File: src/rtl/seq_pkg.sv
// Shared definitions for the seq_engine instruction sequencer: opcodes, FSM states
// and field-slice helpers for the op|ra|rb|rc / op|ra|imm instruction layout.
package seq_pkg;

  localparam logic [1:0] OP_PUSH = 2'b00;
  localparam logic [1:0] OP_ADD  = 2'b01;
  localparam logic [1:0] OP_MULT = 2'b10;
  localparam logic [1:0] OP_SEND = 2'b11;

  typedef enum logic [1:0] {
    ST_IDLE = 2'd0,
    ST_EXEC = 2'd1,
    ST_SEND = 2'd2
  } state_t;

  function automatic logic [31:0] f_mask(input int w);
    return (32'd1 << w) - 32'd1;
  endfunction

  // Helpers take the word zero-extended to 32 bits so one definition serves every NREG.
  function automatic logic [1:0] f_op(input logic [31:0] inst, input int ra_w);
    return 2'((inst >> (3 * ra_w)) & 32'd3);
  endfunction

  function automatic logic [31:0] f_ra(input logic [31:0] inst, input int ra_w);
    return (inst >> (2 * ra_w)) & f_mask(ra_w);
  endfunction

  function automatic logic [31:0] f_rb(input logic [31:0] inst, input int ra_w);
    return (inst >> ra_w) & f_mask(ra_w);
  endfunction

  function automatic logic [31:0] f_rc(input logic [31:0] inst, input int ra_w);
    return inst & f_mask(ra_w);
  endfunction

  function automatic logic [31:0] f_imm(input logic [31:0] inst, input int ra_w);
    return inst & f_mask(2 * ra_w);
  endfunction

endpackage

File: src/rtl/seq_engine_if.sv
// Instruction input stream and SEND result stream of seq_engine, grouped as one bundle.
interface seq_engine_if #(
  parameter int DATA_W = 8,
  parameter int INST_W = 8
);

  logic              in_vld;
  logic [INST_W-1:0] in_inst;
  logic              in_rdy;
  logic              out_vld;
  logic [DATA_W-1:0] out_data;
  logic              out_rdy;

  modport master (
    output in_vld, in_inst, out_rdy,
    input  in_rdy, out_vld, out_data
  );

  modport slave (
    input  in_vld, in_inst, out_rdy,
    output in_rdy, out_vld, out_data
  );

endinterface

File: src/rtl/seq_fifo.sv
// Small synchronous FIFO buffering instruction words; full/empty are registered flags.
module seq_fifo #(
  parameter  int WIDTH = 8,
  parameter  int DEPTH = 4,
  localparam int PTR_W = $clog2(DEPTH),
  localparam int CNT_W = PTR_W + 1
) (
  input  logic             clk,
  input  logic             rst,
  input  logic             push,
  input  logic             pop,
  input  logic [WIDTH-1:0] wdata,
  output logic [WIDTH-1:0] rdata,
  output logic             full,
  output logic             empty,
  output logic [CNT_W-1:0] count
);

  logic [WIDTH-1:0] r_mem [DEPTH];
  logic [PTR_W-1:0] r_wr_ptr;
  logic [PTR_W-1:0] r_rd_ptr;
  logic [CNT_W-1:0] r_count;
  logic             r_full;
  logic             r_empty;
  logic [CNT_W-1:0] w_count_nxt;
  logic             w_push;
  logic             w_pop;

  // A full FIFO refuses the push even when a pop frees a slot in the same cycle.
  assign w_push = push && !r_full;
  assign w_pop  = pop && !r_empty;

  always_comb begin
    w_count_nxt = r_count;
    if (w_push && !w_pop) begin
      w_count_nxt = r_count + CNT_W'(1);
    end else if (!w_push && w_pop) begin
      w_count_nxt = r_count - CNT_W'(1);
    end
  end

  always_ff @(posedge clk) begin
    if (rst) begin
      r_wr_ptr <= '0;
      r_rd_ptr <= '0;
      r_count  <= '0;
      r_full   <= 1'b0;
      r_empty  <= 1'b1;
    end else begin
      if (w_push) r_wr_ptr <= r_wr_ptr + PTR_W'(1);
      if (w_pop)  r_rd_ptr <= r_rd_ptr + PTR_W'(1);
      r_count <= w_count_nxt;
      r_full  <= (w_count_nxt == CNT_W'(DEPTH));
      r_empty <= (w_count_nxt == '0);
    end
  end

  always_ff @(posedge clk) begin
    if (w_push) r_mem[r_wr_ptr] <= wdata;
  end

  assign rdata = r_mem[r_rd_ptr];
  assign full  = r_full;
  assign empty = r_empty;
  assign count = r_count;

endmodule

File: src/rtl/seq_engine.sv
// Instruction sequencer: FIFO-buffered PUSH/ADD/MULT/SEND over an NREG register file.
// Define SEQ_SAT_EN to saturate overflowing ADD/MULT results to all-ones instead of wrapping.
module seq_engine
  import seq_pkg::*;
#(
  parameter  int DATA_W     = 8,
  parameter  int NREG       = 4,
  parameter  int FIFO_DEPTH = 4,
  localparam int RA_W       = $clog2(NREG),
  localparam int IMM_W      = 2 * RA_W,
  localparam int INST_W     = 2 + 3 * RA_W
) (
  input  logic              clk,
  input  logic              rst,
  seq_engine_if.slave       bus,
  output logic              exec_vld,
  output logic [INST_W-1:0] exec_inst,
  output logic              ovf,
  input  logic              ovf_clr,
  output logic              busy
);

  localparam int CNT_W = $clog2(FIFO_DEPTH) + 1;

  state_t              r_state;
  logic [INST_W-1:0]   r_inst;
  logic [DATA_W-1:0]   r_regs [NREG];
  logic                r_out_vld;
  logic [DATA_W-1:0]   r_out_data;
  logic                r_exec_vld;
  logic                r_ovf;

  logic [INST_W-1:0]   w_head;
  logic                w_full;
  logic                w_empty;
  logic [CNT_W-1:0]    w_count;
  logic                w_pop;

  logic [1:0]          w_op;
  logic [RA_W-1:0]     w_ra;
  logic [RA_W-1:0]     w_rb;
  logic [RA_W-1:0]     w_rc;
  logic [IMM_W-1:0]    w_imm;
  logic [DATA_W-1:0]   w_a;
  logic [DATA_W-1:0]   w_b;
  logic [DATA_W:0]     w_sum;
  logic [2*DATA_W-1:0] w_prod;
  logic                w_wr_en;
  logic [RA_W-1:0]     w_wr_idx;
  logic [DATA_W-1:0]   w_wr_data;
  logic                w_ovf_set;

  assign w_pop = (r_state == ST_IDLE) && !w_empty;

  seq_fifo #(
    .WIDTH (INST_W),
    .DEPTH (FIFO_DEPTH)
  ) u_fifo (
    .clk   (clk),
    .rst   (rst),
    .push  (bus.in_vld),
    .pop   (w_pop),
    .wdata (bus.in_inst),
    .rdata (w_head),
    .full  (w_full),
    .empty (w_empty),
    .count (w_count)
  );

  assign w_op  = f_op(32'(r_inst), RA_W);
  assign w_ra  = RA_W'(f_ra(32'(r_inst), RA_W));
  assign w_rb  = RA_W'(f_rb(32'(r_inst), RA_W));
  assign w_rc  = RA_W'(f_rc(32'(r_inst), RA_W));
  assign w_imm = IMM_W'(f_imm(32'(r_inst), RA_W));

  // Operands are read from the pre-edge register file, so ra/rb/rc may alias freely.
  assign w_a    = r_regs[w_ra];
  assign w_b    = r_regs[w_rb];
  assign w_sum  = {1'b0, w_a} + {1'b0, w_b};
  assign w_prod = (2*DATA_W)'(w_a) * (2*DATA_W)'(w_b);

  always_comb begin
    w_wr_en   = 1'b0;
    w_wr_idx  = w_rc;
    w_wr_data = '0;
    w_ovf_set = 1'b0;
    if (r_state == ST_EXEC) begin
      case (w_op)
        OP_PUSH: begin
          w_wr_en   = 1'b1;
          w_wr_idx  = w_ra;
          w_wr_data = DATA_W'(w_imm);
        end
        OP_ADD: begin
          w_wr_en   = 1'b1;
          w_wr_data = w_sum[DATA_W-1:0];
          w_ovf_set = w_sum[DATA_W];
        end
        OP_MULT: begin
          w_wr_en   = 1'b1;
          w_wr_data = w_prod[DATA_W-1:0];
          w_ovf_set = |w_prod[2*DATA_W-1:DATA_W];
        end
        default: begin
          w_wr_en = 1'b0;
        end
      endcase
`ifdef SEQ_SAT_EN
      if (w_ovf_set) w_wr_data = '1;
`else
      w_wr_data = w_wr_data;
`endif
    end
  end

  always_ff @(posedge clk) begin
    if (rst) begin
      for (int i = 0; i < NREG; i++) r_regs[i] <= '0;
    end else if (w_wr_en) begin
      r_regs[w_wr_idx] <= w_wr_data;
    end
  end

  // Sequencer FSM; every engine output is registered here.
  always_ff @(posedge clk) begin
    if (rst) begin
      r_state    <= ST_IDLE;
      r_inst     <= '0;
      r_out_vld  <= 1'b0;
      r_out_data <= '0;
      r_exec_vld <= 1'b0;
      r_ovf      <= 1'b0;
    end else begin
      r_exec_vld <= 1'b0;
      if (w_ovf_set) begin
        r_ovf <= 1'b1;
      end else if (ovf_clr) begin
        r_ovf <= 1'b0;
      end
      case (r_state)
        ST_IDLE: begin
          if (!w_empty) begin
            r_inst     <= w_head;
            r_exec_vld <= 1'b1;
            r_state    <= ST_EXEC;
          end
        end
        ST_EXEC: begin
          if (w_op == OP_SEND) begin
            r_out_data <= w_a;
            r_out_vld  <= 1'b1;
            r_state    <= ST_SEND;
          end else begin
            r_state <= ST_IDLE;
          end
        end
        ST_SEND: begin
          if (bus.out_rdy) begin
            r_out_vld <= 1'b0;
            r_state   <= ST_IDLE;
          end
        end
        default: begin
          r_state <= ST_IDLE;
        end
      endcase
    end
  end

  assign bus.in_rdy   = !w_full;
  assign bus.out_vld  = r_out_vld;
  assign bus.out_data = r_out_data;
  assign exec_vld     = r_exec_vld;
  assign exec_inst    = r_inst;
  assign ovf          = r_ovf;
  assign busy         = (w_count != '0) || (r_state != ST_IDLE);

endmodule

File: src/flat_wrapper.sv
// flat-port wrapper written by rule: the top's interface ports become plain ports
module seq_engine_flat import seq_pkg::*;
#(
  parameter  int DATA_W     = 8,
  parameter  int NREG       = 4,
  parameter  int FIFO_DEPTH = 4,
  localparam int RA_W       = $clog2(NREG),
  localparam int IMM_W      = 2 * RA_W,
  localparam int INST_W     = 2 + 3 * RA_W
)
  (clk, rst, exec_vld, exec_inst, ovf, ovf_clr, busy, bus_in_vld, bus_in_inst, bus_out_rdy, bus_in_rdy, bus_out_vld, bus_out_data);
  seq_engine_if #(.DATA_W(DATA_W)) bus_i ();
  input  logic clk;
  input  logic rst;
  output logic exec_vld;
  output logic [INST_W-1:0] exec_inst;
  output logic ovf;
  input  logic ovf_clr;
  output logic busy;
  input wire logic [$bits(bus_i.in_vld)-1:0] bus_in_vld;
  input wire logic [$bits(bus_i.in_inst)-1:0] bus_in_inst;
  input wire logic [$bits(bus_i.out_rdy)-1:0] bus_out_rdy;
  output wire logic [$bits(bus_i.in_rdy)-1:0] bus_in_rdy;
  output wire logic [$bits(bus_i.out_vld)-1:0] bus_out_vld;
  output wire logic [$bits(bus_i.out_data)-1:0] bus_out_data;
  assign bus_i.in_vld = bus_in_vld;
  assign bus_i.in_inst = bus_in_inst;
  assign bus_i.out_rdy = bus_out_rdy;
  assign bus_in_rdy = bus_i.in_rdy;
  assign bus_out_vld = bus_i.out_vld;
  assign bus_out_data = bus_i.out_data;
  seq_engine #(.DATA_W(DATA_W), .NREG(NREG), .FIFO_DEPTH(FIFO_DEPTH)) u_core (.clk(clk), .rst(rst), .bus(bus_i), .exec_vld(exec_vld), .exec_inst(exec_inst), .ovf(ovf), .ovf_clr(ovf_clr), .busy(busy));
endmodule
File: config.mk
export PLATFORM = sky130hd
export DESIGN_NAME = seq_engine_flat
export DESIGN_NICKNAME = d
export VERILOG_FILES = /design/src/rtl/seq_pkg.sv /design/src/rtl/seq_engine_if.sv /design/src/rtl/seq_fifo.sv /design/src/rtl/seq_engine.sv /design/src/flat_wrapper.sv
export SDC_FILE = /design/constraint.sdc
export NUM_CORES = 1
export LEC_CHECK = 0
export CAP_MARGIN = 20
export CORE_MARGIN = 2
export CORE_UTILIZATION = 60
export CTS_CLUSTER_SIZE = 20
export DETAILED_ROUTE_END_ITERATION = 7
export PLACE_DENSITY_LB_ADDON = 0.15
export SKIP_LAST_GASP = 1
export SLEW_MARGIN = 30
export SYNTH_ARGS = -nofsm -noshare
export SYNTH_HDL_FRONTEND = slang
export SYNTH_SLANG_ARGS = --single-unit
File: constraint.sdc
create_clock -name clk -period 11.8 [get_ports clk]
set_input_delay 1.77 -clock clk [delete_from_list [all_inputs] [get_ports clk]]
set_output_delay 1.77 -clock clk [all_outputs]
set_load 0.05 [all_outputs]
==> results_dict.tcl, run 1 <==
set metrics [dict create \
    clk_pin_slew_ps 70 \
    cts_tree "yes" \
    fmaxAchievable_ghz 0.1796 \
    drc_errors 0 \
    synth_cell_types 67 \
    worstMarginPinSlew_ps 814.4 \
    drt_iter0_markers 399 \
    fin_cells 799 \
    syn-instance-count 629 \
    maxCapViolCount 0 \
    start_kind "register" \
    slowest_delay_ps 780 \
    hold_buffers 0 \
    maxSlewViolCount 0 \
    core_area_sq_um 10940 \
    grt_pass1_vias 4783 \
    fin_nets 760 \
    grt_usage 0.2640 \
    clock_skew_ps 8.435 \
    crit_end "u_core.ovf" \
    design_area_sq_um 7503 \
    yosysSeqAreaShare 0.3731 \
    finalHoldViolations 0 \
    hold_depth 2 \
    synth_edf_count 64 \
    avgSynthCellArea_sq_um 10.75 \
    cts_buffers 9 \
    synth_top_area_share 0.2843 \
    r2r_start "u_core.exec_inst[4]" \
    wl_per_cell_um 18.53 \
    place_area_sq_um 7188 \
    leakagePower_uw 0.003086 \
    start_util 0.6182 \
    antenna_found_initial 0 \
    regToRegEndpoint "u_core.ovf" \
    ys_top_cells_by_count "inv_1, nand2_1, edfxtp_1" \
    place_ws_ps 6253 \
    synth_fp_nets 735 \
    rrSetupSlack_ps 6230 \
    ff2ff_path_depth 15 \
    whs_ps 459.6 \
    final.setup.worst_slack_ps 6232 \
    clockBufferDepth 2 \
    synthTopCellsByArea "edfxtp_1, fa_1, ha_1, dfxtp_1, mux4_2" \
    worstSetupStartpoint "u_core.exec_inst[4]" \
    dp_hpwl_um 11150 \
    hold_path.class "register to register" \
    drt-total-wl_um 14800 \
    first_pass_iters 7 \
    period_share 0.4718 \
    worst_setup_path_end_kind "register" \
    post-cts-setup-buffers 0 \
    syn_area_sq_um 6760 \
    synth_seq_cells 94 \
    clockRootBuffer "clkbuf_16" \
    gp_congestion 0.9032 \
    path_class "register to register" \
    drive_gt1_frac 0.08953 \
    cts_resized 0 \
    syn_to_final_growth_pct 10.99 \
    cp_max_fo 14 \
    slew_headroom 0.4534 \
    die-area_sq_um 12130 \
    portBuffers 33 \
    cts.sinks 94 \
    grt_setup_unrepaired "no" \
    htreeDepth 3 \
    setup_viol 0 \
    grt-ovfl-total 0 \
    ant_nets 0 \
    insertion_delay_ps 350 \
    ios 34 \
    die_h_um 110.1 \
    yosys_warnings 0 \
    arrival_ps 5800 \
    num_rows 38 \
    yosysMostFrequentCell "inv_1" \
    placedCellCount 783 \
    setup_tns_ps 0 \
    viasPerCell 5.969 \
    synth_area_leader_cell "edfxtp_1" \
    die_width_um 110.1 \
    fin_crit_ps 5568 \
    async_flop_share 0 \
    synthFlopType "edfxtp_1" \
    cp.required_ps 12040 \
    grt_start_max_net_pins 37 \
    irDropWorstVdd_mv 0.2174 \
    grt_first_pass_wirelength_um 23810 \
    power.density_nw_per_um2 270.0 \
    slowest_stage "dfxtp_1" \
    antenna_cells 0 \
    worst_path_most_repeated_cell "fa_1" \
    cp_cell_sequence "mux4_2 -> ha_1 -> fa_1 -> inv_1 -> fa_1 -> fa_1 -> fa_1 -> inv_1 -> ha_1 -> nand2_1 -> o21ai_1 -> o32ai_1 -> nor4b_2 -> nor4b_1 -> a21oi_1" \
    outcome "completed" \
    vias 4769 \
]
==> layout make-up <==
cell class	instances	area, sq um
multi-input combinational	436	3856
fill	829	3432
sequential	94	2522
timing repair buffer	34	337.8
inverter	79	296.5
clock buffer	11	232.7
tap	140	175.2
clock inverter	5	82.58
==> metal layers <==
layer  GRT usage  vias up  part of all wire
met5           0        -                 0
li1            -     2241                 -
met4     0.09286        0             0.025
met2      0.4273      173              0.47
met1      0.3580     2331              0.44
met3     0.05173       24             0.060
==> layout by cell type, fill, tap and decap left out, types with 10 or more instances in the layout <==
cell type / instances
ha_1: 56
nand2b_1: 10
and2_1: 38
o21ai_0: 12
a21oi_1: 37
nand2_1: 68
mux4_2: 24
inv_1: 78
dfxtp_1: 30
edfxtp_1: 64
fa_1: 37
nor2_1: 39
clkdlybuf4s50_1: 33
==> critical path, delay by kind of cell (launching register included) <==
| kind | cells | cell delay, ps |
|---|---|---|
| buf+inv | 2 | 90 |
| mux | 1 | 690 |
| compound gates | 3 | 550 |
| simple gates | 3 | 570 |
| flops | 1 | 780 |
| fa+ha+maj | 6 | 2790 |
==> registers in the layout (all words and copies together), names as in the netlist, 2 cells and up <==
| name | flops |
|---|---|
| u_core.r_regs | 32 |
| u_core.bus.out_data | 8 |
| u_core.u_fifo.r_mem | 32 |
| u_core.u_fifo.r_rd_ptr | 2 |
| u_core.exec_inst | 8 |
| u_core.u_fifo.r_wr_ptr | 2 |
| u_core.r_state | 2 |
| u_core.u_fifo.count | 3 |
==> logic make-up (layout without fill, tap and decap cells) <==
logic type                 after synthesis  count (layout)  share of synthesized area
buffers and inverters                   99             129                    0.05645
muxes                                   28              28                    0.08588
adders and majority gates               93              93                     0.2132
AOI/OAI and AO/OA                      104             104                     0.1018
and+or+nand+nor                        199             199                     0.1540
DFF                                     94              94                     0.3731
xor gates and xnor gates                12              12                    0.01555
==> worst min path at each step <==
stage / startpoint / endpoint / slack (ps)
2_1_floorplan: u_core.u_fifo.count[2] / u_core.u_fifo.count[2] / 510
3_3_place_gp: u_core.bus.out_data[0] / u_core.bus.out_data[0] / 450
3_5_place_dp: u_core.bus.out_data[0] / u_core.bus.out_data[0] / 450
4_1_cts: u_core.bus.out_data[0] / u_core.bus.out_data[0] / 460
5_1_grt: u_core.bus.out_data[0] / u_core.bus.out_data[0] / 490
6_report: u_core.bus.out_data[0] / u_core.bus.out_data[0] / 460
==> where the power goes <==
group / total (uW) / switching, uW / internal (uW)
clock: 310 / 123 / 187
sequential: 448 / 56.2 / 392
combinational: 1270 / 761 / 507
==> metrics by stage <==
| step | util | power [uW] |
|---|---|---|
| 4_1_cts | 0.6862 | 2022 |
| 3_3_place_gp | 0.6573 | 1670 |
| 2_1_floorplan | - | 1408 |
| 6_report | 0.6862 | 2026 |
| 3_5_place_dp | 0.6573 | 1697 |
| 5_1_grt | 0.6862 | 2201 |
Power figures use the tool's default switching activity.
==> inputs of run 2 (changes only) <==
--- a/config.mk
+++ b/config.mk
@@ -7,7 +7,7 @@
 export LEC_CHECK = 0
 export CAP_MARGIN = 20
 export CORE_MARGIN = 2
-export CORE_UTILIZATION = 60
+export CORE_UTILIZATION = 55
 export CTS_CLUSTER_SIZE = 20
 export DETAILED_ROUTE_END_ITERATION = 7
 export PLACE_DENSITY_LB_ADDON = 0.15
==> constraint.sdc (replaced) <==
create_clock -name clk -period 4.5 [get_ports clk]
set_input_delay 0.675 -clock clk [delete_from_list [all_inputs] [get_ports clk]]
set_output_delay 0.675 -clock clk [all_outputs]
set_load 0.05 [all_outputs]
==> run 2 against run 1 <==
The run now ends with negative setup slack left. Die area is 8.8% higher. Clock skew shrank 1.7 ps. Sequential cell count unchanged. Global-route usage shrank 0.66 points. Critical path depth increased by 1. First-iteration DRC count is 1.8% lower. Combinational power grew to 3.7 times the previous value. Via count increased by 6.2%.
==> results_dict.tcl, run 2 (synthesis results as in run 1) <==
set metrics [dict create \
    first_pass_iters 7 \
    start_kind "register" \
    layout_common_cells "inv_1, buf_4, edfxtp_1" \
    whs_ps 452.1 \
    cts_buffers 9 \
    p_sw_uw 2983 \
    arrival_ps 5020 \
    htreeDepth 3 \
    leakagePower_uw 0.003492 \
    antenna_cells 0 \
    drc_errors 0 \
    slowest_stage "mux4_2" \
    ant_nets 0 \
    fin_nets 833 \
    cts.sinks 94 \
    cts_tree "yes" \
    wl_met2_um 7742 \
    cp_cell_sequence "mux4_2 -> buf_6 -> ha_4 -> fa_1 -> inv_2 -> fa_2 -> fa_1 -> fa_1 -> inv_2 -> ha_4 -> o21a_1 -> o21ai_0 -> and3_1 -> nor4b_2 -> nor4b_2 -> a21oi_1" \
    design_area_sq_um 8412 \
    die_h_um 114.9 \
    top_layer_used "met4" \
    die-area_sq_um 13190 \
    wl_met3_um 817 \
    cp.required_ps 4740 \
    hold_buffers 0 \
    grt-ovfl-total 0 \
    wl_per_cell_um 18.22 \
    clock_skew_ps 6.768 \
    irDropWorstVdd_mv 0.4886 \
    clockBufferDepth 2 \
    gp_congestion 0.9079 \
    drive_gt1_frac 0.2609 \
    path_class "register to register" \
    num_rows 40 \
    maxSlewViolCount 0 \
    wl_met1_um 7006 \
    final_common_cell "inv_1" \
    slowest_delay_ps 570 \
    vias 5063 \
    viasPerCell 5.760 \
    worst_setup_path_end_kind "register" \
    place_area_sq_um 7626 \
    final.setup.worst_slack_ps -273.3 \
    place_ws_ps -382.7 \
    power_frac_seq 0.173 \
    ios 34 \
    portBuffers 33 \
    cp_max_fo 7 \
    die_width_um 114.9 \
    post-route-util 0.7003 \
    finalHoldViolations 0 \
    maxCapViolCount 0 \
    grt_first_pass_wirelength_um 25930 \
    grt_pass1_vias 5145 \
    start_util 0.5628 \
    grt_usage 0.2574 \
    fmaxAchievable_ghz 0.2095 \
    period_share 1.061 \
    fin_crit_ps 4773 \
    fin_cells 879 \
    reg_top3 "u_core.r_regs (32), u_core.u_fifo.r_mem (32)" \
    drt_iter0_markers 392 \
    worstMarginPinSlew_ps 833.9 \
    clk_pin_slew_ps 60 \
    grt_setup_unrepaired "yes" \
    switching_share 0.4467 \
    power_frac_clock 0.114 \
    antenna_found_initial 0 \
    hold_path.class "register to register" \
    clockRootBuffer "clkbuf_16" \
    outcome "complete, but fails checks" \
    setup_viol 9 \
    placedCellCount 839 \
    power.density_nw_per_um2 793.9 \
    slew_headroom 0.4410 \
    pwr-share-comb 0.713 \
    dp_hpwl_um 12220 \
    syn_to_final_growth_pct 24.43 \
    violations "negative setup slack" \
    worst_path_most_repeated_cell "fa_1" \
    insertion_delay_ps 360 \
    drt-total-wl_um 16020 \
    grt_start_max_net_pins 23 \
    core_area_sq_um 12010 \
    internal-power_uw 3695 \
]
==> run 2: cell count changes in the layout (fill, tap and decap cells not counted), moves of 5 or more <==
| cell | previous run | this run |
|---|---|---|
| a211oi_1 | 9 | 4 |
| buf_4 | 1 | 65 |
| buf_6 | 0 | 9 |
| ha_1 | 56 | 44 |
| ha_4 | 0 | 10 |
| inv_1 | 78 | 71 |
| inv_2 | 1 | 8 |
| nand2_1 | 68 | 63 |
==> run 2: layout make-up <==
class                           instances  area [sq um]
Multi-Input combinational cell        436          4180
Fill cell                             903          3600
Sequential cell                        94          2532
Timing Repair Buffer                  107         919.6
Inverter                               79         296.5
Clock buffer                           10         229.0
Tap cell                              147         183.9
Clock inverter                          6         70.07
==> run 2: critical path: cells and delay by family, from the launching register on <==
kind / cells / cell delay, ps
AOI/OAI and AO/OA: 3 / 370
buffers and inverters: 3 / 240
and+or+nand+nor: 3 / 650
adders and majority gates: 6 / 2420
DFF: 1 / 410
muxes: 1 / 570
==> run 2: final timing paths <==
kind                          start                endpoint  slack [ps]  cells after the start
max             u_core.exec_inst[2]              u_core.ovf        -270                     16
min          u_core.bus.out_data[2]  u_core.bus.out_data[2]         450                      2
max reg2reg     u_core.exec_inst[2]              u_core.ovf        -270                     16
min reg2reg  u_core.bus.out_data[2]  u_core.bus.out_data[2]         450                      2
==> run 2: what timing repair did <==
| action | CTS | global route |
|---|---|---|
| pin swaps | 41 | 18 |
| endpoints found under the setup margin | 12 | 13 |
| setup buffers | 20 | 4 |
| gates resized for setup | 45 | 23 |
==> run 2: metal layers <==
metal	up-vias	GRT usage
met2	168	0.4200
met4	0	0.1044
met3	33	0.05061
li1	2391	-
met1	2471	0.3407
met5	-	0
==> run 2: through the flow <==
step	total power (uW)	TNS, ps
floorplan	3907	-771.0
detailed placement	4964	-2689
global placement	4897	-2318
global route	7122	-2827
finish	6678	-1544
CTS	6501	-1388
==> run 2: power groups by stage <==
stage | registers [uW] | logic (uW) | clock network, uW
after floorplan | 1190 | 2710 | 0
after global placement | 1170 | 3730 | 0
after detailed placement | 1180 | 3790 | 0
after CTS | 1160 | 4560 | 776
after global routing | 1180 | 5140 | 805
final | 1160 | 4760 | 762
